--- config.mk ---
export PLATFORM = sky130hd
export DESIGN_NAME = csr_file
export DESIGN_NICKNAME = d
export VERILOG_FILES = /design/src/rtl/csr_file.sv
export SDC_FILE = /design/constraint.sdc
export NUM_CORES = 1
export LEC_CHECK = 0
export CAP_MARGIN = 20
export CORE_MARGIN = 8
export CORE_UTILIZATION = 30
export DETAILED_ROUTE_END_ITERATION = 8
export SLEW_MARGIN = 20
export SYNTH_ARGS = -nofsm -noshare
export SYNTH_HDL_FRONTEND = slang
export SYNTH_SLANG_ARGS = --single-unit
--- constraint.sdc ---
create_clock -name clk -period 2.9 [get_ports clk]
set_input_delay 0.29 -clock clk [delete_from_list [all_inputs] [get_ports clk]]
set_output_delay 0.29 -clock clk [all_outputs]
set_load 0.1 [all_outputs]
--- src/rtl/csr_file.sv ---
`default_nettype none
// ============================================================================
// Module   : csr_file
// Purpose  : Machine-mode CSR block. Holds mstatus, mie, mtvec, mepc, mcause
//            and a read-only mip; takes timer/external interrupts and MRET,
//            producing a single-cycle redirect request to the fetch stage.
// Ports    : clk, rst (async, active-low)
//            stall           - freezes CSR state, blocks redirects
//            instruction     - [31:20] carries the CSR address
//            csr_reg_r/_wr   - read enable / CSRRW write enable
//            is_mret         - MRET in this stage
//            wdata, pc       - rs1 write value, PC of this instruction
//            timer_irq/ext_irq - asynchronous interrupt levels
//            rdata           - CSR read data (combinational)
//            epc_taken, epc  - redirect request and target
// Revision : 1.0 - initial release
// ============================================================================
module csr_file (
  input  logic        clk,
  input  logic        rst,
  input  logic        stall,
  input  logic [31:0] instruction,
  input  logic        csr_reg_r,
  input  logic        csr_reg_wr,
  input  logic        is_mret,
  input  logic [31:0] wdata,
  input  logic [31:0] pc,
  input  logic        timer_irq,
  input  logic        ext_irq,
  output logic [31:0] rdata,
  output logic        epc_taken,
  output logic [31:0] epc
);

  localparam logic [11:0] ADDR_MSTATUS = 12'h300;
  localparam logic [11:0] ADDR_MIE     = 12'h304;
  localparam logic [11:0] ADDR_MTVEC   = 12'h305;
  localparam logic [11:0] ADDR_MEPC    = 12'h341;
  localparam logic [11:0] ADDR_MCAUSE  = 12'h342;
  localparam logic [11:0] ADDR_MIP     = 12'h344;

  localparam logic [3:0] CAUSE_TIMER = 4'd7;
  localparam logic [3:0] CAUSE_EXT   = 4'd11;

  // Architectural state; only implemented bits are stored.
  logic        mstatus_mie;
  logic        mstatus_mpie;
  logic        mie_mtie;
  logic        mie_meie;
  logic [31:0] mtvec;
  logic [31:0] mepc;
  logic [31:0] mcause;

  // Two-flop synchronisers for the asynchronous interrupt levels
  logic        timer_s1, timer_s2;
  logic        ext_s1, ext_s2;

  logic [11:0] addr;
  logic [31:0] csr_val;
  logic        timer_pend;
  logic        ext_pend;
  logic        irq_pending;
  logic        take_trap;
  logic        take_mret;
  logic        wr_en;
  logic [3:0]  cause;
  logic [31:0] vec_base;

  // Low instruction bits carry no CSR information here.
  logic        unused_instr_bits;
  assign unused_instr_bits = ^instruction[19:0];

  assign addr = instruction[31:20];

  always_comb begin
    csr_val = 32'h0;
    case (addr)
      ADDR_MSTATUS: csr_val = {24'h0, mstatus_mpie, 3'b000, mstatus_mie, 3'b000};
      ADDR_MIE:     csr_val = {20'h0, mie_meie, 3'b000, mie_mtie, 7'h00};
      ADDR_MTVEC:   csr_val = mtvec;
      ADDR_MEPC:    csr_val = mepc;
      ADDR_MCAUSE:  csr_val = mcause;
      ADDR_MIP:     csr_val = {20'h0, ext_s2, 3'b000, timer_s2, 7'h00};
      default:      csr_val = 32'h0;
    endcase
  end

  // Read returns the pre-write value; any write lands on the clock edge.
  assign rdata = csr_reg_r ? csr_val : 32'h0;

  assign timer_pend  = timer_s2 & mie_mtie;
  assign ext_pend    = ext_s2 & mie_meie;
  assign irq_pending = mstatus_mie & (timer_pend | ext_pend);

  // MRET wins over a coincident interrupt; the interrupt is re-examined
  // next cycle against the MIE restored by MRET.
  assign take_mret = is_mret & ~stall;
  assign take_trap = irq_pending & ~stall & ~is_mret;

  // The instruction in a trap-entry cycle is flushed, so its write is dropped.
  assign wr_en = csr_reg_wr & ~stall & ~take_trap;

  assign cause    = ext_pend ? CAUSE_EXT : CAUSE_TIMER;
  assign vec_base = {mtvec[31:2], 2'b00};

  always_comb begin
    epc_taken = 1'b0;
    epc       = 32'h0;
    if (take_mret) begin
      epc_taken = 1'b1;
      epc       = mepc;
    end else if (take_trap) begin
      epc_taken = 1'b1;
      epc       = mtvec[0] ? (vec_base + {26'h0, cause, 2'b00}) : vec_base;
    end
  end

  always_ff @(posedge clk or negedge rst) begin
    if (!rst) begin
      timer_s1 <= 1'b0;
      timer_s2 <= 1'b0;
      ext_s1   <= 1'b0;
      ext_s2   <= 1'b0;
    end else begin
      timer_s1 <= timer_irq;
      timer_s2 <= timer_s1;
      ext_s1   <= ext_irq;
      ext_s2   <= ext_s1;
    end
  end

  always_ff @(posedge clk or negedge rst) begin
    if (!rst) begin
      mstatus_mie  <= 1'b0;
      mstatus_mpie <= 1'b0;
      mie_mtie     <= 1'b0;
      mie_meie     <= 1'b0;
      mtvec        <= 32'h0;
      mepc         <= 32'h0;
      mcause       <= 32'h0;
    end else if (!stall) begin
      if (take_trap) begin
        mepc         <= pc;
        mcause       <= {1'b1, 27'h0, cause};
        mstatus_mpie <= mstatus_mie;
        mstatus_mie  <= 1'b0;
      end else begin
        if (wr_en) begin
          case (addr)
            ADDR_MSTATUS: begin
              mstatus_mie  <= wdata[3];
              mstatus_mpie <= wdata[7];
            end
            ADDR_MIE: begin
              mie_mtie <= wdata[7];
              mie_meie <= wdata[11];
            end
            ADDR_MTVEC:  mtvec  <= {wdata[31:2], 1'b0, wdata[0]};
            ADDR_MEPC:   mepc   <= {wdata[31:2], 2'b00};
            ADDR_MCAUSE: mcause <= wdata;
            default: ;
          endcase
        end
        // MRET's effect on mstatus overrides a same-cycle mstatus write.
        if (take_mret) begin
          mstatus_mie  <= mstatus_mpie;
          mstatus_mpie <= 1'b1;
        end
      end
    end
  end

endmodule
`default_nettype wire

==> results_dict.tcl, run 1 <==
set metrics [dict create \
    insertion_delay_ns 0.36 \
    synth_fp_nets 801 \
    place_area_um2 8900 \
    cts_buffer_depth 2 \
    port_buffers 148 \
    initial_utilization 0.306 \
    hold_depth 0 \
    coreArea_um2 20200 \
    worstHoldPathType "reg -> reg" \
    worst_pin_slew_ns 0.675 \
    syn_to_final_growth_pct 51.7 \
    final_core_util 0.464 \
    grt_overflow 0 \
    yosysTopAreaCellShare 0.417 \
    yosysMostFrequentCell "nand2_1" \
    cts_tree "yes" \
    rows 52 \
    post-route-cell-area_um2 9380 \
    synth-seq-cells 103 \
    grt_use_total 0.169 \
    peakVddDrop_v 0.000295 \
    synth_flop_cell "dfrtp_1" \
    die_w_um 160 \
    total_power_w 0.00301 \
    power.density_nw_per_um2 321 \
    status "finished, final reports clean" \
    grt_pass1_vias 5990 \
    finalMaxSlewViolations 0 \
    rr_worst_depth 7 \
    drcViolationCount 0 \
    grt_max_degree 57 \
    rsz0062_at_grt "true" \
    pin_count 169 \
    wire_per_inst_um 19.9 \
    fmax_ghz 0.355 \
    synth_common_cells "nand2_1 (134), dfrtp_1 (103), o21ai_0 (58)" \
    clkTransAtPathRegs_ns 0.07 \
    drtIter0Drc 378 \
    ant_nets 0 \
    ys_seq_area_frac 0.417 \
    async_reset_ff_frac 1.00 \
    diodes 0 \
    final-hold-violation-count 0 \
    top_regs "mcause x32, mepc x32, mtvec x31" \
    htreeDepth 3 \
    grt_pass1_wl_um 34200 \
    die_area_um2 25500 \
    end_kind "primary output" \
    synthTopCellsByArea "dfrtp_1 (42%), nand2_1 (8.1%), mux2_4 (5.8%)" \
    synth_edf_count 0 \
    antenna_found_initial 1 \
    vias_per_cell 5.24 \
    clock_skew_ns 0.00704 \
    arrival_ns 2.52 \
    synth_warnings 0 \
    syn_avg_cell_area_um2 8.91 \
    syn_area_um2 6190 \
    crit_type "reg -> out" \
    layout-drive-gt1-share 0.278 \
    yosysTopAreaCell "dfrtp_1" \
    setup_viol 0 \
    required_ns 2.61 \
    cp_max_fo 5 \
    cts_buffers 9 \
    leakagePower_nw 3.75 \
    netlist_instances 694 \
    fillCellCount 1918 \
    cts-root-buf "clkbuf_16" \
    vias 5805 \
    gp_congestion 0.845 \
    fin_setup_tns_ns 0 \
    first_pass_iters 5 \
    wl_um 22000 \
    min_period_ns 2.81 \
    drv_cap 0 \
    chipHeight_um 160 \
    hpwl_um 16100 \
    relSlewSlack 0.550 \
    min_period_over_period 0.971 \
    start_kind "flop" \
    clkSinkCount 103 \
    nNetsFinal 939 \
    ys_types 51 \
]
placed cells by master, fill, tap and decap left out, types with 5 or more instances in the layout:
cell,instances
nand2b_1,7
nor2_2,32
nor3_1,7
mux2i_1,9
o21ai_2,22
buf_12,72
nand2_1,133
nand3_1,43
and2_1,5
mux2_4,24
a22oi_1,30
clkdlybuf4s50_1,82
inv_1,6
nor2_1,7
o21ai_0,37
a22o_1,32
xnor2_1,24
buf_4,31
o211ai_1,28
mux2_2,8
clkbuf_16,9
a21oi_1,7
dfrtp_1,101
final timing paths:
kind | from | end | slack [ns]
worst max-delay path | mie_meie | epc[12] | 0.09
worst min-delay path | timer_s1 | timer_s2 | 0.35
worst max register to register | mstatus_mie | mcause[20] | 0.74
worst min register to register | timer_s1 | timer_s2 | 0.35
max in group asynchronous | rst | mcause[17] | 1.63
min in group asynchronous | rst | mstatus_mpie | 0.52
through the flow:
step                      std cells  setup slack (ns)  hold WS [ns]
final                          1107            0.0854         0.350
after global placement         1086             0.144         0.333
after CTS                      1103            0.0171         0.353
after global routing           1107           -0.0520         0.357
after detailed placement       1086             0.135         0.337
after floorplan                 694            -0.837      -0.00559
layout make-up:
cell class                      count  area, um^2  share of cell area
Sequential cell                   103        2580               0.275
Inverter                            6        22.5             0.00240
Clock buffer                       10         239              0.0255
Clock inverter                      6        67.6             0.00720
Timing Repair Buffer              186        2500               0.267
Multi-Input combinational cell    526        3630               0.387
Tap cell                          270         338              0.0360
report_power, final:
group          switching, W  internal [W]
logic              0.000137      0.000143
registers         0.0000103       0.00145
clock network      0.000575      0.000697
total              0.000722       0.00229
layer usage:
| metal | up-vias | global-route usage | wire length, um |
|---|---|---|---|
| met5 | - | 0 | 9 |
| li1 | 2772 | - | - |
| met3 | 24 | 0.0372 | 1130 |
| met2 | 162 | 0.277 | 10600 |
| met4 | 2 | 0.0575 | 374 |
| met1 | 2845 | 0.215 | 9900 |
logic make-up (layout without fill, tap and decap cells):
kind of cell | count (synthesis) | after routing | share of synthesized area
AO/OA/AOI/OAI | 177 | 178 | 0.194
XOR/XNOR | 28 | 28 | 0.0396
AND/OR/NAND/NOR | 276 | 276 | 0.207
adder cells (fa/ha/maj) | 3 | 3 | 0.00607
flip-flops | 103 | 103 | 0.417
buffers and inverters | 66 | 208 | 0.0496
multiplexers | 41 | 41 | 0.0874
critical path, stage by stage (launching register included):
cell,delay (ns)
dfrtp_1,0.40
nand2_2,0.13
inv_1,0.08
ha_4,0.28
nor2_2,0.07
a211oi_1,0.49
nand3_1,0.17
xor2_1,0.19
o21ai_2,0.17
buf_12,0.19
what timing repair did:
action	CTS	global route
setup buffers	0	3
gates cloned	0	1
gates resized for setup	8	18
hold buffers	1	0
pin swaps	2	10
endpoints found under the setup margin	9	36
endpoints found under the hold margin	37	0
Note: power is estimated with default switching activity, not from simulation.
==> run 2: changes to the inputs <==
--- a/config.mk
+++ b/config.mk
@@ -9,6 +9,7 @@
 export CORE_MARGIN = 8
 export CORE_UTILIZATION = 30
 export DETAILED_ROUTE_END_ITERATION = 8
+export MAX_ROUTING_LAYER = met4
 export SLEW_MARGIN = 20
 export SYNTH_ARGS = -nofsm -noshare
 export SYNTH_HDL_FRONTEND = slang
==> run 2 against run 1 <==
  * Count of clock-buffer cells in the layout unchanged
  * Fmax increased by 0.19%
  * Clock skew increased by 0.0014 ns
  * Critical path depth unchanged
  * Wire length increased by 0.30%
  * Via count increased by 0.14%
==> results_dict.tcl, run 2 (synthesized netlist as in run 1, its figures left out) <==
set metrics [dict create \
    status "finished, final reports clean" \
    clock_skew_ns 0.00843 \
    swShare 0.241 \
    wl_um 22100 \
    wire_per_inst_um 19.9 \
    htreeDepth 3 \
    fillCellCount 1919 \
    leakagePower_nw 3.75 \
    grt_pass1_vias 5992 \
    required_ns 2.61 \
    ant_nets 0 \
    relSlewSlack 0.547 \
    rsz0062_at_grt "true" \
    cts_buffers 9 \
    end_kind "primary output" \
    cts_tree "yes" \
    regArea_um2 2580 \
    holdWs_ns 0.350 \
    multiInputGateArea_um2 3630 \
    insertion_delay_ns 0.36 \
    netSwitchingPower_w 0.000727 \
    peakVddDrop_v 0.000295 \
    worstHoldPathType "reg -> reg" \
    vias_per_cell 5.25 \
    drcViolationCount 0 \
    power.density_nw_per_um2 321 \
    placed_cells 1086 \
    coreArea_um2 20200 \
    grt_pass1_wl_um 34200 \
    rows 52 \
    fin_setup_tns_ns 0 \
    clkSinkCount 103 \
    drtIter0Drc 357 \
    min_period_ns 2.81 \
    antenna_found_initial 1 \
    comb_power_share 0.093 \
    pin_count 169 \
    gp_congestion 0.858 \
    final_core_util 0.464 \
    port_buffers 148 \
    hpwl_um 16100 \
    cts_buffer_depth 2 \
    grt_overflow 0 \
    fmax_ghz 0.356 \
    finalMaxSlewViolations 0 \
    grt_max_degree 57 \
    first_pass_iters 5 \
    setup_viol 0 \
    top_regs "mcause x32, mepc x32, mtvec x31" \
    vias 5813 \
    layout-drive-gt1-share 0.278 \
    final-hold-violation-count 0 \
    mostFrequentLayoutCells "nand2_1 (133), dfrtp_1 (101), clkdlybuf4s50_1 (82)" \
    arrival_ns 2.52 \
    crit_type "reg -> out" \
    cp_max_fo 5 \
    seqPwrFrac 0.484 \
    p_int_w 0.00229 \
    total_power_w 0.00302 \
    r2r_slack_ns 0.74 \
    p_clk_frac 0.423 \
    min_period_over_period 0.969 \
    final_common_cell "nand2_1" \
    chipHeight_um 160 \
    start_kind "flop" \
    instances_no_fill 1108 \
    nNetsFinal 939 \
    grt_use_total 0.174 \
    die_area_um2 25500 \
    clkTransAtPathRegs_ns 0.07 \
    initial_utilization 0.306 \
    worst_pin_slew_ns 0.679 \
    syn_to_final_growth_pct 51.7 \
    cts-root-buf "clkbuf_16" \
    drv_cap 0 \
    die_w_um 160 \
]
## run 2: cell type report
type / instances / area share
multi-input cells: 526 / 0.387
flip-flops and latches: 103 / 0.275
repair buffers: 186 / 0.267
well taps: 270 / 0.0360
clock buffers: 10 / 0.0255
clock inverters: 6 / 0.00720
inverters: 6 / 0.00240
diodes: 1 / 0.000267
## run 2: critical path, cell delays in order, from the launching register on
cell and delay [ns]:
dfrtp_1 0.40, nand2_2 0.13, inv_1 0.08, ha_4 0.28, nor2_2 0.07, a211oi_1 0.49
nand3_1 0.17, xor2_1 0.19, o21ai_2 0.17, buf_12 0.19
## run 2: power by group through the flow
stage | clock network, W | registers [W] | logic, W
2_1_floorplan | 0 | 0.00148 | 0.0000778
3_3_place_gp | 0 | 0.00149 | 0.000277
3_5_place_dp | 0 | 0.00149 | 0.000279
4_1_cts | 0.00130 | 0.00146 | 0.000281
5_1_grt | 0.00136 | 0.00146 | 0.000301
6_report | 0.00128 | 0.00146 | 0.000280
## run 2: routing by layer
layer	share of wire	vias up	wire, um	track usage
li1	-	2778	-	-
met4	0.016	0	361	0.0575
met1	0.46	2854	10000	0.217
met3	0.049	20	1080	0.0344
met2	0.48	161	10600	0.277
met5	0	-	0	-
## run 2: worst paths after layout
check                       startpoint     endpoint  cells past startpoint
max in group asynchronous          rst   mcause[17]                      3
min in group asynchronous          rst  mstatus_mie                      2
hold / removal                timer_s1     timer_s2                      0
setup / recovery              mie_meie      epc[12]                      9
setup reg to reg           mstatus_mie   mcause[20]                      7
hold reg to reg               timer_s1     timer_s2                      0
## run 2: through the flow
step	instance area [um^2]	setup WS [ns]
2_1_floorplan	6340	-0.837
3_3_place_gp	8900	0.144
3_5_place_dp	8900	0.135
4_1_cts	9260	0.0171
5_1_grt	9390	-0.0534
6_report	9390	0.0908
## run 2: timing repair
action,in CTS,in global routing
endpoints found under the hold margin,37,0
cloned,0,1
gates resized for setup,8,18
endpoints found under the setup margin,9,36
hold buffers,1,0
pin swaps,2,10
setup buffers,0,3
==> run 3: changes to the inputs <==
--- a/config.mk
+++ b/config.mk
@@ -7,9 +7,10 @@
 export LEC_CHECK = 0
 export CAP_MARGIN = 20
 export CORE_MARGIN = 8
-export CORE_UTILIZATION = 30
+export CORE_UTILIZATION = 49
 export DETAILED_ROUTE_END_ITERATION = 8
 export MAX_ROUTING_LAYER = met4
+export PLACE_DENSITY = 0.81
 export SLEW_MARGIN = 20
 export SYNTH_ARGS = -nofsm -noshare
 export SYNTH_HDL_FRONTEND = slang
==> run 3 against run 2 <==
  * The flow now finishes with violations (setup timing)
  * Wire length decreased by 2.5%
  * Combinational power decreased by 1%
  * Sequential share of layout area increased by 0.56 points
  * Cell count decreased by 9.1%
  * Fmax decreased by 3.7%
  * Count of clock-buffer cells in the layout unchanged
  * Worst hold slack improved by 0.0056 ns
  * Flip-flop and latch count unchanged
  * Critical path type unchanged
  * Sequential power about the same
  * Highest routed layer unchanged
==> results_dict.tcl, run 3 (synthesized netlist as in run 1, its figures left out) <==
set metrics [dict create \
    status "finished with violations" \
    violations "setup timing" \
    pin_count 169 \
    grt_use_total 0.271 \
    gp_congestion 0.937 \
    vias_per_cell 6.15 \
    cts_tree "yes" \
    die_w_um 128 \
    relSlewSlack 0.293 \
    swShare 0.240 \
    r2r_slack_ns 0.37 \
    chipHeight_um 128 \
    final_core_util 0.737 \
    fillCellCount 867 \
    final_common_cell "nand2_1" \
    final-hold-violation-count 0 \
    seqPwrFrac 0.485 \
    drtIter0Drc 606 \
    p_clk_frac 0.423 \
    hpwl_um 15400 \
    required_ns 2.61 \
    grt_pass1_vias 6533 \
    peakVddDrop_v 0.000269 \
    vias 6192 \
    wl_um 21500 \
    htreeDepth 3 \
    ant_nets 0 \
    clkTransAtPathRegs_ns 0.08 \
    cts_buffers 9 \
    coreArea_um2 12500 \
    initial_utilization 0.496 \
    start_kind "flop" \
    leakagePower_nw 3.71 \
    nNetsFinal 937 \
    netSwitchingPower_w 0.000721 \
    syn_to_final_growth_pct 48.5 \
    mostFrequentLayoutCells "nand2_1 (133), dfrtp_1 (103), clkdlybuf4s50_1 (82)" \
    antenna_found_initial 0 \
    cts-root-buf "clkbuf_16" \
    min_period_over_period 1.01 \
    cp_max_fo 7 \
    die_area_um2 16500 \
    layout-drive-gt1-share 0.268 \
    crit_type "reg -> out" \
    p_int_w 0.00229 \
    wire_per_inst_um 21.4 \
    fmax_ghz 0.343 \
    insertion_delay_ns 0.35 \
    layout_setup_ws_ns -0.0168 \
    drcViolationCount 0 \
    worstHoldPathType "reg -> reg" \
    diodes 0 \
    top_regs "mcause x32, mepc x32, mtvec x31" \
    port_buffers 148 \
    clock_skew_ns 0.00628 \
    grt_pass1_wl_um 34400 \
    power.density_nw_per_um2 328 \
    grt_overflow 0 \
    comb_power_share 0.092 \
    min_period_ns 2.92 \
    drv_cap 0 \
    finalMaxSlewViolations 0 \
    rsz0062_at_grt "true" \
    cts_buffer_depth 2 \
    post-place-ws_ns 0.000535 \
    worst_pin_slew_ns 1.06 \
    clkSinkCount 103 \
    rows 41 \
    setup_viol 2 \
    arrival_ns 2.63 \
    total_power_w 0.00301 \
    end_kind "primary output" \
    grt_max_degree 58 \
    first_pass_iters 5 \
]
==> run 3: cell count changes in the layout (fill, tap and decap cells not counted), sizes merged <==
cell	change
a21o	-1
buf	-1
clkinv	+1
clkinvlp	-1
diode	-1
==> run 3: path summary, 6_finish.rpt <==
check,from,to,cells past startpoint
max,mtvec[9],epc[20],6
max in group asynchronous,rst,mepc[15],3
min reg2reg,timer_s1,timer_s2,0
min in group asynchronous,rst,mie_mtie,2
max reg2reg,mie_meie,mcause[15],5
min,timer_s1,timer_s2,0
==> run 3: layer usage <==
| metal | global-route usage | wire (um) |
|---|---|---|
| met5 | - | 0 |
| met4 | 0.112 | 635 |
| met3 | 0.0352 | 1420 |
| met2 | 0.447 | 10800 |
| met1 | 0.329 | 8650 |
==> run 3: timing repair <==
item	CTS	global route
gates cloned	0	0
setup endpoints to repair	17	17
setup buffers	0	0
hold buffers	1	0
resized for setup	11	3
pin swaps	0	3
endpoints found under the hold margin	44	0
==> run 3: layout make-up <==
class / instances / area [um^2] / share of cell area
clock inverter: 6 / 68.8 / 0.00749
clock buffer: 10 / 239 / 0.0260
multi-input combinational: 525 / 3570 / 0.388
inverter: 6 / 22.5 / 0.00245
tap: 172 / 215 / 0.0234
sequential: 103 / 2580 / 0.281
timing repair buffer: 185 / 2500 / 0.272
==> run 3: power by group through the flow <==
stage / Sequential [W] / Combinational [W] / Clock, W
6_report: 0.00146 / 0.000276 / 0.00127
2_1_floorplan: 0.00148 / 0.0000778 / 0
5_1_grt: 0.00146 / 0.000295 / 0.00133
3_5_place_dp: 0.00149 / 0.000271 / 0
4_1_cts: 0.00146 / 0.000275 / 0.00126
3_3_place_gp: 0.00149 / 0.000264 / 0
==> run 3: worst max-delay path: stages, from the launching register on <==
cell	delay, ns
dfrtp_1	0.46
and4_1	0.38
nand4_1	0.39
or3_1	0.50
xnor2_1	0.14
a22o_1	0.23
buf_12	0.17
==> run 3: metrics by stage <==
stage | setup TNS [ns] | std cells | instance area, um^2 | hold slack [ns]
global placement | 0 | 990 | 8790 | 0.318
finish | -0.0279 | 1007 | 9190 | 0.355
global route | -0.767 | 1007 | 9190 | 0.363
detailed placement | 0 | 990 | 8790 | 0.329
floorplan | -2.26 | 694 | 6340 | -0.00559
CTS | 0 | 1007 | 9170 | 0.353
==> RTL edit, RTL diff (config.mk and constraints of run 1) <==
Make the reset (`rst`) synchronous in 2 clocked blocks. Comments in the files are not updated.
--- a/src/rtl/csr_file.sv
+++ b/src/rtl/csr_file.sv
@@ -115,7 +115,7 @@
     end
   end
 
-  always_ff @(posedge clk or negedge rst) begin
+  always_ff @(posedge clk) begin
     if (!rst) begin
       timer_s1 <= 1'b0;
       timer_s2 <= 1'b0;
@@ -129,7 +129,7 @@
     end
   end
 
-  always_ff @(posedge clk or negedge rst) begin
+  always_ff @(posedge clk) begin
     if (!rst) begin
       mstatus_mie  <= 1'b0;
       mstatus_mpie <= 1'b0;
Function: differs if rst is asserted again (counterexample within 4 cycles, from zero or initial values and one cycle with rst low); with rst held inactive, the same outputs for 4 cycles.
==> RTL edit against run 1 <==
Final area shrank 3.6%. Utilization grew 0.10 points. Sequential cell count is the same. Highest routed layer is now met4. Via count grew 3.2%. Synthesized area shrank 4.1%. Worst setup slack lost 51 ps. Critical path type unchanged. Synthesized cell count grew 8.4%. Total power shrank 2.5%. Wire length shrank 0.73%. Sequential share of layout area shrank 4.6 points.
==> RTL edit: results (changes against run 1) <==
status completed; DPL Wire Length 14.9 mm (-7.1%); Max Buffers Root-to-Sink 2 (unchanged); Total GRT Usage 17.4% (+0.55 points); input/output buffers 148 (unchanged); post-synth cell types 55 (+7.8%); Hold WC Path Type input pin to flop; CTS root buf clkbuf_16; fill count 1868 (-2.6%); worst slew pin tran 776 ps (+101 ps); biggest regs mcause (32), mepc (32), mtvec (31); DRT iter0 DRCs 384 (+1.6%); Synth Net Count 859 (+7.2%); Top FF cell, synth dfxtp_1; placed cell areas 0.00857 sq mm (-3.7%); iteration count of the initial detailed-routing pass 5 (unchanged); switch share 23.8% (-0.16 points); worst setup margin 34.0 ps (-51.4 ps); Worst VDD drop 0.242 mV (-18%); Leak 3.45 nW (-8.1%); Via-to-Cell Ratio 5.24 (about the same); Synth top cells by count nand2_1 (145), dfxtp_1 (103), nand3_1 (72), o21ai_0 (64), a22o_1 (59); later-pin clock latency in the skew report 360 ps (about the same); Seq/Total Area, Yosys 34.8% (-6.9 points); number of global-route vias before repair 5974 (-0.27%); WL final 21.8 mm (-0.73%); Yosys Warn Count 0 (unchanged); antenna cells 0 (unchanged); share of layout cells above drive strength 1 23.6% (-4.3 points); clk slew on worst S/H paths 70 ps (about the same); largest net degree at the start of global routing 76 (+33%); Placer Congestion 0.798 (-5.6%); CTS buffer count 9 (unchanged); H-tree depth 3 (unchanged); Final nets 981 (+4.5%); pre-CTS WS 12.1 ps (-123 ps); first-pass GRT wire length 33.5 mm (-2.0%); Synth async-reset ratio 0% (-100 points); top cells by area, synth dfxtp_1 (35%), nand2_1 (9.2%), a22o_1 (8.7%), nand3_1 (6.1%), o211a_1 (5.4%); Antenna Nets Post-Route 0 (unchanged); initial antenna violation count 0 (-1); Worst Path Arrival 2580 ps (+60 ps); Setup Skew 9.14 ps (+2.11 ps); CP max FO 6 (+1)
## RTL edit: layout make-up
type | count | share of cell area, %
tap | 265 | 3.67
multi-input combinational | 568 | 41.6
timing repair buffer | 182 | 28.2
clock buffer | 11 | 2.68
clock inverter | 4 | 0.609
sequential | 103 | 22.8
inverter | 10 | 0.415
## RTL edit: routing by layer
layer / routed length, microns / global-route usage [%]
met5: 0 / 0
met1: 9620 / 21.4
met4: 266 / 4.85
met2: 10400 / 29.0
met3: 1550 / 5.27
## RTL edit: stage by stage
| step | setup TNS (ps) | hold WS [ps] | utilization, % | instances |
|---|---|---|---|---|
| finish | 0 | 369 | 46.5 | 1143 |
| global route | -168 | 383 | 46.5 | 1143 |
| CTS | 0 | 364 | 45.8 | 1138 |
| detailed placement | 0 | 427 | 44.0 | 1123 |
| global placement | 0 | 415 | 44.0 | 1123 |
| floorplan | -2570 | 412 | - | 752 |
## RTL edit: worst paths after layout
kind,from,end,slack [ps],cells past startpoint
setup / recovery,mie_meie,epc[28],30,10
hold / removal,rst,mstatus_mpie,370,2
setup reg to reg,mie_meie,mcause[18],740,8
hold reg to reg,timer_s1,timer_s2,440,1
## RTL edit: logic make-up after synthesis
logic type / share of synthesized area [%]
xor gates and xnor gates: 4.28
AOI/OAI and AO/OA: 27.1
and+or+nand+nor: 25.5
muxes: 0.886
adders and majority gates: 0.633
DFF: 34.8
buffers and inverters: 6.79
## RTL edit: worst max-delay path, cell delays in order, from the launching register on
cell	delay, ps
dfxtp_4	360
nand2_4	60
inv_2	50
ha_4	270
o2111a_2	270
o2111ai_4	160
buf_12	200
nor4_4	320
xnor2_2	120
o21ai_2	190
buf_12	200
## RTL edit: what timing repair did
action / in CTS / in global routing
endpoints found under the setup margin: 10 / 20
resized for setup: 8 / 16
buffers inserted: 0 / 4
cloned: 0 / 1
endpoints found under the hold margin: 0 / 0
pin swaps: 0 / 6
## RTL edit: power by group through the flow
stage / logic, mW / registers, mW / clock network (mW)
final: 0.244 / 1.42 / 1.28
after global routing: 0.260 / 1.42 / 1.34
after CTS: 0.243 / 1.42 / 1.30
after detailed placement: 0.242 / 1.45 / 0
after global placement: 0.242 / 1.45 / 0
after floorplan: 0.0778 / 1.45 / 0
